[config.mk]
export PLATFORM = sky130hd
export DESIGN_NAME = dc_ascii_hex_parser_flat
export DESIGN_NICKNAME = d
export VERILOG_FILES = /design/src/rtl/dc_ascii_hex_parser_if.sv /design/src/rtl/dc_ascii_hex_parser.sv /design/src/flat_wrapper.sv
export SDC_FILE = /design/constraint.sdc
export NUM_CORES = 1
export LEC_CHECK = 0
export ABC_AREA = 0
export CAP_MARGIN = 20
export CORE_ASPECT_RATIO = 0.8
export CORE_MARGIN = 2
export CORE_UTILIZATION = 46
export DETAILED_ROUTE_END_ITERATION = 8
export GPL_ROUTABILITY_DRIVEN = 1
export PLACE_DENSITY = 0.72
export SYNTH_ARGS = -nofsm -noshare
export SYNTH_HDL_FRONTEND = slang
export SYNTH_SLANG_ARGS = --single-unit
[constraint.sdc]
create_clock -name clk -period 2.2 [get_ports clk]
set_input_delay 0.33 -clock clk [delete_from_list [all_inputs] [get_ports clk]]
set_output_delay 0.33 -clock clk [all_outputs]
set_load 0.005 [all_outputs]
[src/rtl/dc_ascii_hex_parser_if.sv]
// Stream interface for the ASCII hex parser.
// Input side : in_data/in_valid from producer, in_ready back to producer.
// Output side: out_data/out_ndig/out_err/out_valid to consumer, out_ready back.
// master: the environment (producer + consumer); slave: the parser itself.
interface dc_ascii_hex_parser_if #(
  parameter int unsigned NDIG = 8
);
  logic [7:0]        in_data;
  logic              in_valid;
  logic              in_ready;
  logic [4*NDIG-1:0] out_data;
  logic [4:0]        out_ndig;
  logic [1:0]        out_err;
  logic              out_valid;
  logic              out_ready;

  modport master (
    output in_data, in_valid, out_ready,
    input  in_ready, out_data, out_ndig, out_err, out_valid
  );

  modport slave (
    input  in_data, in_valid, out_ready,
    output in_ready, out_data, out_ndig, out_err, out_valid
  );
endinterface

[src/rtl/dc_ascii_hex_parser.sv]
// ASCII hex word parser. Accepts a character stream, accumulates up to NDIG hex
// digits (optional 0x/0X prefix) and emits one word per terminator
// (space, CR, LF, comma). Errors: 01 invalid char, 10 overflow, 11 prefix only.
// Ports:
//   clk   - clock, rising edge
//   rst_n - synchronous active-low reset
//   bus   - slave side of dc_ascii_hex_parser_if (character in, word out)
module dc_ascii_hex_parser #(
  parameter int unsigned NDIG = 8
) (
  input logic                  clk,
  input logic                  rst_n,
  dc_ascii_hex_parser_if.slave bus
);
  localparam int unsigned W    = 4 * NDIG;
  localparam logic [4:0]  NdigW = 5'(NDIG);

  typedef enum logic [1:0] {StIdle, StAccum, StDiscard, StEmit} state_e;

  state_e         state_q, state_d;
  logic [W-1:0]   acc_q, acc_d;
  logic [4:0]     cnt_q, cnt_d;
  logic           pfx_q, pfx_d;
  logic [1:0]     err_q, err_d;
  logic [W-1:0]   odata_q, odata_d;
  logic [4:0]     ondig_q, ondig_d;
  logic [1:0]     oerr_q, oerr_d;
  logic           ovalid_q, ovalid_d;

  logic           in_ready;
  logic           accept;
  logic           is_digit, is_term, is_x;
  logic [3:0]     nib;

  // Character classification
  always_comb begin
    is_digit = 1'b1;
    nib      = 4'h0;
    if (bus.in_data >= "0" && bus.in_data <= "9") begin
      nib = 4'(bus.in_data - 8'h30);
    end else if (bus.in_data >= "A" && bus.in_data <= "F") begin
      nib = 4'(bus.in_data - 8'h37);
    end else if (bus.in_data >= "a" && bus.in_data <= "f") begin
      nib = 4'(bus.in_data - 8'h57);
    end else begin
      is_digit = 1'b0;
    end
    is_term = (bus.in_data == 8'h20) || (bus.in_data == 8'h0D) ||
              (bus.in_data == 8'h0A) || (bus.in_data == 8'h2C);
    is_x    = (bus.in_data == 8'h78) || (bus.in_data == 8'h58);
  end

  assign accept = bus.in_valid && in_ready;

  // State register
  always_ff @(posedge clk) begin
    if (!rst_n) begin
      state_q  <= StIdle;
      acc_q    <= '0;
      cnt_q    <= '0;
      pfx_q    <= 1'b0;
      err_q    <= 2'b00;
      odata_q  <= '0;
      ondig_q  <= '0;
      oerr_q   <= 2'b00;
      ovalid_q <= 1'b0;
    end else begin
      state_q  <= state_d;
      acc_q    <= acc_d;
      cnt_q    <= cnt_d;
      pfx_q    <= pfx_d;
      err_q    <= err_d;
      odata_q  <= odata_d;
      ondig_q  <= ondig_d;
      oerr_q   <= oerr_d;
      ovalid_q <= ovalid_d;
    end
  end

  // Next-state and datapath
  always_comb begin
    state_d  = state_q;
    acc_d    = acc_q;
    cnt_d    = cnt_q;
    pfx_d    = pfx_q;
    err_d    = err_q;
    odata_d  = odata_q;
    ondig_d  = ondig_q;
    oerr_d   = oerr_q;
    ovalid_d = ovalid_q;
    unique case (state_q)
      StIdle, StAccum: begin
        if (accept) begin
          if (is_digit) begin
            if (cnt_q == NdigW) begin
              err_d   = 2'b10;
              state_d = StDiscard;
            end else begin
              acc_d      = acc_q << 4;
              acc_d[3:0] = nib;
              cnt_d      = cnt_q + 5'd1;
              state_d    = StAccum;
            end
          end else if (is_x && state_q == StAccum && cnt_q == 5'd1 &&
                       acc_q == '0 && !pfx_q) begin
            // The single leading '0' becomes the prefix, not a digit
            cnt_d = '0;
            pfx_d = 1'b1;
          end else if (is_term) begin
            if (state_q == StAccum) begin
              state_d  = StEmit;
              ovalid_d = 1'b1;
              if (cnt_q != '0) begin
                odata_d = acc_q;
                ondig_d = cnt_q;
                oerr_d  = 2'b00;
              end else begin
                odata_d = '0;
                ondig_d = '0;
                oerr_d  = 2'b11;
              end
            end
          end else begin
            err_d   = 2'b01;
            state_d = StDiscard;
          end
        end
      end
      StDiscard: begin
        if (accept && is_term) begin
          state_d  = StEmit;
          ovalid_d = 1'b1;
          odata_d  = '0;
          ondig_d  = '0;
          oerr_d   = err_q;
        end
      end
      StEmit: begin
        if (bus.out_ready) begin
          state_d  = StIdle;
          ovalid_d = 1'b0;
          acc_d    = '0;
          cnt_d    = '0;
          pfx_d    = 1'b0;
          err_d    = 2'b00;
          odata_d  = '0;
          ondig_d  = '0;
          oerr_d   = 2'b00;
        end
      end
      default: state_d = StIdle;
    endcase
  end

  // Outputs: in_ready depends only on state and reset, never on out_ready
  always_comb begin
    in_ready      = rst_n && (state_q != StEmit);
    bus.in_ready  = in_ready;
    bus.out_data  = odata_q;
    bus.out_ndig  = ondig_q;
    bus.out_err   = oerr_q;
    bus.out_valid = ovalid_q;
  end
endmodule

[src/flat_wrapper.sv]
// flat-port wrapper written by rule: the top's interface ports become plain ports
module dc_ascii_hex_parser_flat 
#(
  parameter int unsigned NDIG = 8
)
  (clk, rst_n, bus_in_data, bus_in_valid, bus_out_ready, bus_in_ready, bus_out_data, bus_out_ndig, bus_out_err, bus_out_valid);
  dc_ascii_hex_parser_if #(.NDIG(NDIG)) bus_i ();
  input logic clk;
  input logic rst_n;
  input wire logic [$bits(bus_i.in_data)-1:0] bus_in_data;
  input wire logic [$bits(bus_i.in_valid)-1:0] bus_in_valid;
  input wire logic [$bits(bus_i.out_ready)-1:0] bus_out_ready;
  output wire logic [$bits(bus_i.in_ready)-1:0] bus_in_ready;
  output wire logic [$bits(bus_i.out_data)-1:0] bus_out_data;
  output wire logic [$bits(bus_i.out_ndig)-1:0] bus_out_ndig;
  output wire logic [$bits(bus_i.out_err)-1:0] bus_out_err;
  output wire logic [$bits(bus_i.out_valid)-1:0] bus_out_valid;
  assign bus_i.in_data = bus_in_data;
  assign bus_i.in_valid = bus_in_valid;
  assign bus_i.out_ready = bus_out_ready;
  assign bus_in_ready = bus_i.in_ready;
  assign bus_out_data = bus_i.out_data;
  assign bus_out_ndig = bus_i.out_ndig;
  assign bus_out_err = bus_i.out_err;
  assign bus_out_valid = bus_i.out_valid;
  dc_ascii_hex_parser #(.NDIG(NDIG)) u_core (.clk(clk), .rst_n(rst_n), .bus(bus_i));
endmodule
==> reports/qor_table.md, run 1 <==
| Stage | Metric | Reported |
|---|---|---|
| outcome | Result of the run | complete, no violations |
| min path | Path type of the worst min-delay path | register to register |
| cts | Cell at the root of the clock tree | clkbuf_8 |
| cells and area | Area Overhead vs Synth | 36.4% |
| sta | Final hold violations | 0 |
| cells and area | Post-layout util | 64.3% |
| floorplan | Die boundary width | 108 um |
| synth | Async S/R FF share, synth | 0% |
| sta | Number of failing setup endpoints in the final timing report | 0 |
| synth | Dominant cells by area after synthesis | dfxtp_1, nand2_1, mux2i_1 |
| critical path | Worst reg-to-reg setup slack | 100 ps |
| cells and area | Leading cell type in the layout, fill and taps excluded | nand2_1 |
| critical path | Worst path top cell family by delay | simple AND/OR/NAND/NOR gates |
| sta | Headroom to the max-slew limit | 67.7% |
| placement | Worst slack, placed | -578 ps |
| critical path | WS Path Type | input port to register |
| cells and area | Post-layout instance count excluding filler cells | 675 |
| route | Sum of routed wire length over all layers | 11,300 um |
| cts | Post-CTS Hold Buffers | 0 |
| pwr | Power Density | 532 nW/um^2 |
| synth | Number of flops mapped to enable cells by yosys | 0 |
| critical path | WP buf/inv | 4 |
| critical path | Worst setup path start | bus_in_data[3] |
| critical path | Worst path most repeated cell | buf_4 |
| global routing | Met1 Resource Use GR | 33.7% |
| pwr | Leak Pwr | 1.93 nW |
| placement | Port Buf Inserts | 52 |
| synth | Cell type contributing the most total cell area after synthesis | dfxtp_1 |
| min path | Start point of the worst min-delay path | u_core.bus.out_data[4] |
| sta | Achievable frequency | 0.461 GHz |
| floorplan | I/O pin count | 53 |
| global routing | Global Route Usage Sum | 24.3% |
| route | Final antenna-violating net count | 0 |
| route | Detailed-router iteration count before antenna repair | 5 |
| critical path | Arrival time at the worst endpoint | 2450 ps |
| global routing | Initial antenna violation count | 0 |
| job | Maxcap violations | 0 |
| global routing | First-pass GRT wire length | 18,000 um |
| sta | Min Clock Period, post-route | 2170 ps |
| route | Average wire per cell in the routed design | 16.8 um |
| cells and area | Antenna diodes | 0 |
| sta | Share of the clock period used by the worst path after layout | 98.7% |
| synth | Synthesized netlist cell count | 466 |
| floorplan | Number of rows in the core area | 30 |
| critical path | Launching element type of the critical path | input port |
| synth | Sequential cell area fraction in the yosys report | 41.4% |
| cts | CTS sink cnt | 82 |
| global routing | Maximum number of pins on one net before global-route repair | 52 |
| cells and area | Highest-count cells in the layout ignoring fill and taps | nand2_1, dfxtp_1, buf_4, clkdlybuf4s50_1, nand3_1 |
| critical path | Critical-path maximum fanout | 16 |
| critical path | Worst reg2reg endpoint | u_core.bus.out_err[1] |
| synth | Share of the synthesized area in the top cell type | 41.4% |
| critical path | Largest incremental delay on the critical path | 550 ps |
| synth | Cell variety after synth | 51 |
| synth | Number of nets in the synthesized netlist | 485 |
| min path | End point of the most critical hold path | u_core.bus.out_data[4] |
| placement | DPL Wire Length | 7700 um |
| sta | Crit path setup slack, layout | 28.9 ps |
| sta | Worst Skew | 11.6 ps |
| floorplan | Floorplan die height | 87.0 um |
| floorplan | Starting Density | 47.1% |
| pwr | Total power | 2.88 mW |
| global routing | Met2 capacity usage during global routing | 37.7% |
| critical path | Cell type of the slowest stage on the worst timing path | or4b_4 |
| synth | Post-Synthesis Cell Area | 3960 um^2 |
| placement | Placed cell count | 652 |
| synth | Number of warning messages in the yosys log | 0 |
| sta | Final slew viol count | 0 |
| global routing | Vias in the first global route | 3,543 |
| cells and area | Fraction of layout instances using a drive strength above 1 | 19.5% |
| global routing | Aggregate global routing overflow | 0 |
| cts | Clock buffers created by TritonCTS | 9 |
| route | Via-per-instance ratio | 5.65 |
| global routing | GRT met3 Usage | 6.21% |
| floorplan | Placeable core area | 8410 um^2 |
| cts | Number of levels in the clock H-tree | 3 |
| sta | Setup TNS after final layout | 0 ps |
| critical path | Depth of the worst register-to-register path | 6 |
| synth | Average cell area after synthesis | 8.51 um^2 |
| cts | Clock network latency to the later pin of the worst-skew pair | 350 ps |
| critical path | Worst R2R Start | u_core.acc_q[29] |
| placement | Final weighted congestion of routability-driven global placement | 0.929 |
| synth | Predominant post-synthesis flop cell | dfxtp_1 |
| route | DRC violation total after the first TritonRoute iteration | 346 |
| route | Drc violations | 0 |
| critical path | CP Capture Type | register |
| min path | Number of instances on the worst hold path | 2 |
| floorplan | Die area | 9380 um^2 |
| critical path | Required @ worst endpoint | 2480 ps |
| cells and area | Final-stage net count | 579 |
| pwr | Worst VDD drop | 0.343 mV |
| critical path | Cells traversed along the worst timing path | clkdlybuf4s50_1, or4b_4, nor4_4, buf_4, o31a_1, buf_4, buf_12, nand3_1, a21boi_2 |
| sta | Slew at the pin closest to its max-slew limit | 484 ps |
| route | Vias post-DR | 3,816 |
| cts | Max Root-Sink Buffers | 2 |
| cts | Clock transition at path regs | 80 ps |
| cts | TritonCTS clock tree | built |
| synth | Post-synthesis register bit count | 82 |
| global routing | Busiest metal layer after global routing | met2 |
## routing by layer
layer / part of all wire (%) / wire length, um / vias to the layer above
met5: 0 / 0 / -
met3: 7.1 / 804 / 14
met4: 1.4 / 161 / 0
li1: - / - / 1835
met2: 46 / 5240 / 150
met1: 45 / 5110 / 1817
## worst max-delay path by stage
stage               slack, ps  depth (start not counted)                      to
floorplan                   3                         10   u_core.bus.out_err[1]
finish                     30                          9        u_core.acc_q[16]
detailed placement       -580                         10        u_core.acc_q[16]
global placement         -490                          9         u_core.acc_q[3]
global route              -60                         11  u_core.bus.out_data[1]
CTS                       0.8                          9        u_core.acc_q[16]
## layout make-up
| type | count | area, um^2 |
|---|---|---|
| clock buffers | 13 | 180 |
| clock inverters | 1 | 7.51 |
| fillers | 701 | 3000 |
| inverters | 6 | 27.5 |
| multi-input cells | 340 | 2250 |
| flip-flops and latches | 82 | 1650 |
| well taps | 112 | 140 |
| repair buffers | 121 | 1160 |
## sequential cells by signal, summed over array words and instances, names as in the netlist
signal,flops
u_core.acc_q,32
u_core.bus.out_data,32
u_core.bus.out_err,2
u_core.bus.out_ndig,5
u_core.bus.out_valid,1
u_core.cnt_q,5
u_core.err_q,2
u_core.pfx_q,1
u_core.state_q,2
## where the power goes
| part | internal (mW) | switching, mW | total (mW) |
|---|---|---|---|
| combinational | 0.154 | 0.167 | 0.321 |
| clock | 0.530 | 0.526 | 1.06 |
| sequential | 1.49 | 0.00810 | 1.50 |
| total | 2.18 | 0.701 | 2.88 |
## logic make-up after synthesis
group	count (synthesis)	synth area share, %
flip-flops	82	41.4
adder cells (fa/ha/maj)	7	2.21
AO/OA/AOI/OAI	62	11.7
buffers and inverters	44	5.18
multiplexers	41	10.5
XOR/XNOR	4	0.884
AND/OR/NAND/NOR	226	28.2
## tightest hold or removal path, stage by stage, from the launching register on
cell and delay (ps):
dfxtp_1 310, nand2_1 50, mux2i_1 50
## metrics by stage
stage / cell area [um^2] / hold slack, ps
after detailed placement: 5010 / 447
after global routing: 5410 / 483
final: 5410 / 458
after CTS: 5260 / 457
after floorplan: 4020 / 430
after global placement: 5010 / 443
## cells in the mapped netlist (all sizes together), types with 2 or more instances
cell type / count
a211oi: 2
a21boi: 29
a21o: 2
a21oi: 6
a31oi: 2
a32o: 2
and2: 3
and3: 2
buf: 11
clkbuf: 27
dfxtp: 82
ha: 7
inv: 6
mux2i: 40
nand2: 116
nand3: 41
nand3b: 6
nand4: 7
nand4b: 2
nor2: 9
nor2b: 2
nor3: 4
nor3b: 4
nor4: 15
nor4b: 9
o2111ai: 4
o21a: 2
o21ai: 2
o31ai: 3
xnor2: 3
## repair_timing
action                                  4_1_cts  5_1_grt
resized for setup                             4       34
cloned                                        1        1
endpoints found under the setup margin       75       49
hold endpoints to repair                      0        0
setup buffers                                 1        6
pin swaps                                     1        9
Power figures use the tool's default switching activity.
==> run 2, diff against run 1 <==
MAX_ROUTING_LAYER = met4   (was not set)
==> reports/qor_table.md, run 2 (synthesized netlist as in run 1, its figures left out) <==
| Stage | Metric | Reported | Delta |
|---|---|---|---|
| floorplan | Die boundary width | 108 um | unchanged |
| critical path | Launching element type of the critical path | input port |  |
| sta | Final hold violations | 0 | unchanged |
| sta | Achievable frequency | 0.459 GHz | -0.37% |
| sta | Slew at the pin closest to its max-slew limit | 492 ps | +7.81 ps |
| min path | Path type of the worst min-delay path | register to register |  |
| global routing | Global Route Usage Sum | 24.8% | +0.52 points |
| global routing | Maximum number of pins on one net before global-route repair | 55 | +5.8% |
| sta | Min Clock Period, post-route | 2180 ps | +7.96 ps |
| cells and area | Leading cell type in the layout, fill and taps excluded | nand2_1 |  |
| sta | Final slew viol count | 0 | unchanged |
| critical path | Arrival time at the worst endpoint | 2420 ps | -30 ps |
| route | Top Metal Used | met4 |  |
| critical path | Worst setup path start | bus_in_data[2] |  |
| route | Drc violations | 0 | unchanged |
| cells and area | Highest-count cells in the layout ignoring fill and taps | nand2_1, dfxtp_1, buf_4, clkdlybuf4s50_1, nand3_1 |  |
| sta | Worst Skew | 15.9 ps | +4.29 ps |
| route | Detailed-router iteration count before antenna repair | 6 | +1 |
| cts | Post-CTS Hold Buffers | 0 | unchanged |
| floorplan | Placeable core area | 8410 um^2 | unchanged |
| route | DRC violation total after the first TritonRoute iteration | 286 | -17% |
| critical path | Worst R2R Start | u_core.cnt_q[1] |  |
| placement | Final weighted congestion of routability-driven global placement | 0.929 | about the same |
| critical path | Critical-path maximum fanout | 8 | -8 |
| critical path | Largest incremental delay on the critical path | 510 ps | -40 ps |
| cts | Number of levels in the clock H-tree | 3 | unchanged |
| sta | Crit path setup slack, layout | 20.9 ps | -7.96 ps |
| critical path | Cells traversed along the worst timing path | clkdlybuf4s50_1, buf_6, nor4b_4, nand4_1, or4_4, and3_4, buf_4, mux2_4 |  |
| min path | Start point of the worst min-delay path | u_core.bus.out_data[5] |  |
| sta | Share of the clock period used by the worst path after layout | 99.0% | +0.36 points |
| cts | Clock transition at path regs | 80 ps | about the same |
| cells and area | Fraction of layout instances using a drive strength above 1 | 18.7% | -0.80 points |
| sta | Number of failing setup endpoints in the final timing report | 0 | unchanged |
| critical path | Required @ worst endpoint | 2450 ps | -30 ps |
| global routing | Aggregate global routing overflow | 0 | unchanged |
| route | Wire length the detailed router placed on met1 | 5220 um | +2.0% |
| route | Routed wire length on met3 | 764 um | -5.0% |
| placement | DPL Wire Length | 7550 um | -2.0% |
| floorplan | Die area | 9380 um^2 | unchanged |
| global routing | First-pass GRT wire length | 17,800 um | -0.96% |
| placement | Worst slack, placed | -631 ps | -53.3 ps |
| outcome | Result of the run | complete, no violations |  |
| cells and area | Antenna diodes | 0 | unchanged |
| cts | Cell at the root of the clock tree | clkbuf_8 |  |
| floorplan | I/O pin count | 53 | unchanged |
| critical path | Worst reg-to-reg setup slack | 40 ps | -60 ps |
| route | Average wire per cell in the routed design | 16.7 um | -0.24% |
| global routing | Initial antenna violation count | 0 | unchanged |
| pwr | Power Density | 568 nW/um^2 | +6.9% |
| critical path | Cell type of the slowest stage on the worst timing path | or4_4 |  |
| floorplan | Floorplan die height | 87.0 um | unchanged |
| global routing | Vias in the first global route | 3,551 | +0.23% |
| route | Vias post-DR | 3,785 | -0.81% |
| cts | CTS sink cnt | 82 | unchanged |
| critical path | WS Path Type | input port to register |  |
| pwr | Total power | 3.06 mW | +6.3% |
| job | Maxcap violations | 0 | unchanged |
| sta | RSZ-0062 raised after global routing | true |  |
| floorplan | Number of rows in the core area | 30 | unchanged |
| placement | Port Buf Inserts | 52 | unchanged |
| pwr | Worst VDD drop | 0.310 mV | -9.6% |
| route | Via-per-instance ratio | 5.67 | +0.38% |
| sta | Headroom to the max-slew limit | 67.2% | -0.52 points |
| cells and area | Final-stage net count | 569 | -1.7% |
| floorplan | Starting Density | 47.1% | unchanged |
| critical path | CP Capture Type | register |  |
| cts | Clock buffers created by TritonCTS | 9 | unchanged |
| route | Met2 wire length | 4930 um | -5.9% |
| route | Sum of routed wire length over all layers | 11,200 um | -1.4% |
| cts | Clock network latency to the later pin of the worst-skew pair | 360 ps | about the same |
| cts | TritonCTS clock tree | built |  |
| cells and area | Area Overhead vs Synth | 35.7% |  |
| sta | Post-route worst hold slack | 460 ps | +2.18 ps |
| route | Final antenna-violating net count | 0 | unchanged |
| pwr | Leak Pwr | 1.90 nW | -1.6% |
| cts | Max Root-Sink Buffers | 2 | unchanged |
## run 2: routing by layer
| layer | up-vias | global-route usage (%) |
|---|---|---|
| li1 | 1813 | - |
| met3 | 22 | 3.59 |
| met5 | - | - |
| met2 | 168 | 37.0 |
| met4 | 0 | 8.16 |
| met1 | 1782 | 34.7 |
## run 2: cell type report
| class | count | area, um^2 |
|---|---|---|
| Clock buffer | 10 | 138 |
| Clock inverter | 6 | 87.6 |
| Fill cell | 718 | 3030 |
| Inverter | 6 | 27.5 |
| Multi-Input combinational cell | 340 | 2260 |
| Sequential cell | 82 | 1650 |
| Tap cell | 112 | 140 |
| Timing Repair Buffer | 111 | 1080 |
## run 2: metrics by stage
step | setup TNS [ps] | std cells | instance area (um^2) | utilization [%]
2_1_floorplan | 0 | 466 | 4020 | -
3_3_place_gp | -31760 | 642 | 4940 | 58.8
3_5_place_dp | -36880 | 642 | 4940 | 58.8
4_1_cts | 0 | 662 | 5260 | 62.5
5_1_grt | -221 | 667 | 5380 | 64.0
6_report | 0 | 667 | 5380 | 64.0
## run 2: worst paths after layout
check,endpoint,cells after the start
worst min-delay path,u_core.bus.out_data[5],2
worst max-delay path,u_core.bus.out_err[1],8
worst min register to register,u_core.bus.out_data[5],2
worst max register to register,u_core.bus.out_err[1],8
## run 2: report_power, final
part / total [mW] / switching (mW) / internal (mW)
registers: 1.50 / 0.00546 / 1.49
clock network: 1.24 / 0.567 / 0.673
logic: 0.321 / 0.169 / 0.152
total: 3.06 / 0.742 / 2.32
## run 2: what timing repair did
action / CTS / global route
cloned: 1 / 1
pin swaps: 2 / 3
setup buffers: 3 / 4
resized for setup: 8 / 16
endpoints found under the setup margin: 66 / 51
## run 2: worst max-delay path: cells and delay by family
family / cells / cell delay [ps]
buffers and inverters: 3 / 720
multiplexers: 1 / 280
AND/OR/NAND/NOR: 4 / 1100
==> run 3, diff against run 2 <==
PLACE_DENSITY = 0.7   (was 0.72)
clock period = 2.8 ns   (was 2.2 ns; I/O delays follow)
==> reports/qor_table.md, run 3 (synthesized netlist as in run 1, its figures left out) <==
| Stage | Metric | Reported | Delta |
|---|---|---|---|
| route | Detailed-router iteration count before antenna repair | 5 | -1 |
| cells and area | Area Overhead vs Synth | 24.2% |  |
| cells and area | Highest-count cells in the layout ignoring fill and taps | nand2_1, dfxtp_1, clkdlybuf4s50_1, nand3_1, mux2i_1 |  |
| critical path | Worst path top cell family by delay | buffers and inverters |  |
| cells and area | Fraction of layout instances using a drive strength above 1 | 10.5% | -8.3 points |
| floorplan | Placeable core area | 8410 um^2 | unchanged |
| cts | CTS resizes | 0 | -8 |
| critical path | CP Capture Type | register |  |
| sta | Number of failing setup endpoints in the final timing report | 0 | unchanged |
| global routing | Vias in the first global route | 3,345 | -5.8% |
| cts | Post-CTS Hold Buffers | 0 | unchanged |
| sta | Setup TNS after final layout | 0 ps | unchanged |
| critical path | Largest incremental delay on the critical path | 480 ps | -30 ps |
| pwr | Worst VDD drop | 0.349 mV | +13% |
| critical path | Critical-path maximum fanout | 12 | +4 |
| cells and area | Final-stage net count | 539 | -5.3% |
| route | DRC violation total after the first TritonRoute iteration | 369 | +29% |
| floorplan | Die area | 9380 um^2 | unchanged |
| sta | Share of the clock period used by the worst path after layout | 87.4% |  |
| cts | Clock buffers created by TritonCTS | 9 | unchanged |
| floorplan | Floorplan die height | 87.0 um | unchanged |
| cts | Cell at the root of the clock tree | clkbuf_8 |  |
| cts | Clock network latency to the later pin of the worst-skew pair | 370 ps | about the same |
| global routing | Global Route Usage Sum | 23.4% | -1.5 points |
| cts | Clock transition at path regs | 80 ps | about the same |
| placement | Placed cell count | 621 | -3.3% |
| critical path | Cells traversed along the worst timing path | clkdlybuf4s50_1, buf_4, ha_1, mux2i_1, o32ai_1, a31o_2, and3_2, buf_4, mux2i_1 |  |
| critical path | Arrival time at the worst endpoint | 2740 ps | +320 ps |
| cts | CTS sink cnt | 82 | unchanged |
| route | Via-per-instance ratio | 5.70 | +0.50% |
| route | Drc violations | 0 | unchanged |
| sta | Worst Skew | 7.23 ps | -8.71 ps |
| cts | Number of levels in the clock H-tree | 3 | unchanged |
| cells and area | Antenna diodes | 0 | unchanged |
| placement | Port Buf Inserts | 52 | unchanged |
| job | Maxcap violations | 0 | unchanged |
| global routing | First-pass GRT wire length | 16,900 um | -5.3% |
| global routing | Maximum number of pins on one net before global-route repair | 78 | +42% |
| critical path | WP buf/inv | 3 | unchanged |
| sta | Headroom to the max-slew limit | 53.9% | -13 points |
| critical path | Launching element type of the critical path | input port |  |
| cts | Max Root-Sink Buffers | 2 | unchanged |
| global routing | Initial antenna violation count | 0 | unchanged |
| sta | RSZ-0062 raised after global routing | false |  |
| route | Average wire per cell in the routed design | 16.1 um | -3.9% |
| cells and area | Leading cell type in the layout, fill and taps excluded | nand2_1 |  |
| route | Sum of routed wire length over all layers | 10,200 um | -8.2% |
| sta | Final hold violations | 0 | unchanged |
| pwr | Leak Pwr | 1.66 nW | -13% |
| global routing | Aggregate global routing overflow | 0 | unchanged |
| cts | TritonCTS clock tree | built |  |
| placement | Final weighted congestion of routability-driven global placement | 0.895 | -3.7% |
| sta | Min Clock Period, post-route | 2450 ps |  |
| sta | Final slew viol count | 0 | unchanged |
| sta | Slew at the pin closest to its max-slew limit | 691 ps | +199 ps |
| floorplan | Starting Density | 47.1% | unchanged |
| route | Vias post-DR | 3,633 | -4.0% |
| floorplan | I/O pin count | 53 | unchanged |
| pwr | Power Density | 467 nW/um^2 | -18% |
| min path | Path type of the worst min-delay path | input port to register |  |
| outcome | Result of the run | complete, no violations |  |
| critical path | Cell type of the slowest stage on the worst timing path | clkdlybuf4s50_1 |  |
| critical path | Required @ worst endpoint | 3100 ps | +650 ps |
| floorplan | Number of rows in the core area | 30 | unchanged |
| sta | Achievable frequency | 0.409 GHz |  |
| placement | DPL Wire Length | 7140 um | -5.4% |
| cts | Number of buffers inserted by post-CTS setup repair | 0 | -3 |
| critical path | WS Path Type | input port to register |  |
| cells and area | Post-layout instance count excluding filler cells | 637 | -4.5% |
| floorplan | Die boundary width | 108 um | unchanged |
| route | Final antenna-violating net count | 0 | unchanged |
## run 3: cell count changes in the layout (fill, tap and decap cells not counted), moves of 3 or more
cell	before	now
buf_4	50	26
a21boi_0	25	29
clkdlybuf4s50_1	47	51
a21boi_1	3	0
buf_12	6	3
inv_1	3	6
## run 3: final timing paths
| check | start | end | slack (ps) | depth (start not counted) |
|---|---|---|---|---|
| hold reg to reg | u_core.bus.out_data[23] | u_core.bus.out_data[23] | 460 | 2 |
| hold / removal | rst_n | u_core.state_q[1] | 420 | 3 |
| setup reg to reg | u_core.cnt_q[1] | u_core.bus.out_valid | 380 | 8 |
| setup / recovery | bus_in_data[0] | u_core.bus.out_data[17] | 350 | 9 |
## run 3: area by class of cell
class / count / area, um^2
sequential: 82 / 1640
tap: 112 / 140
fill: 763 / 3490
clock buffer: 10 / 138
timing repair buffer: 81 / 771
inverter: 6 / 22.5
clock inverter: 6 / 72.6
multi-input combinational: 340 / 2140
## run 3: power by group
part	switching, mW	total, mW	internal, mW	leakage (nW)
logic	0.116	0.208	0.0919	0.894
registers	0.00728	1.18	1.17	0.661
clock network	0.464	0.912	0.447	0.109
total	0.587	2.30	1.71	1.66
## run 3: worst reg2reg max path, stage by stage (launching register included)
cell and delay [ps]:
dfxtp_1 380, inv_1 100, ha_1 220, nor4b_1 320, nand4_1 130, or4_1 530, and3_2 260, buf_4 180
o211a_1 200
## run 3: through the flow
step	power, mW	util, %	hold WS (ps)	area, um^2	setup WS (ps)
finish	2.30	58.5	421	4920	354
global route	2.37	58.5	463	4920	191
CTS	2.31	58.5	412	4920	385
detailed placement	1.41	56.0	447	4710	13.1
global placement	1.41	56.0	442	4710	96.7
floorplan	1.33	-	430	3960	345
## run 3: routing by layer
| layer | up-vias | track usage [%] | part of all wire (%) |
|---|---|---|---|
| met5 | - | - | 0 |
| met4 | 0 | 7.69 | 1.2 |
| met3 | 15 | 3.89 | 6.7 |
| met2 | 141 | 33.6 | 43 |
| met1 | 1721 | 33.3 | 49 |
| li1 | 1756 | - | - |
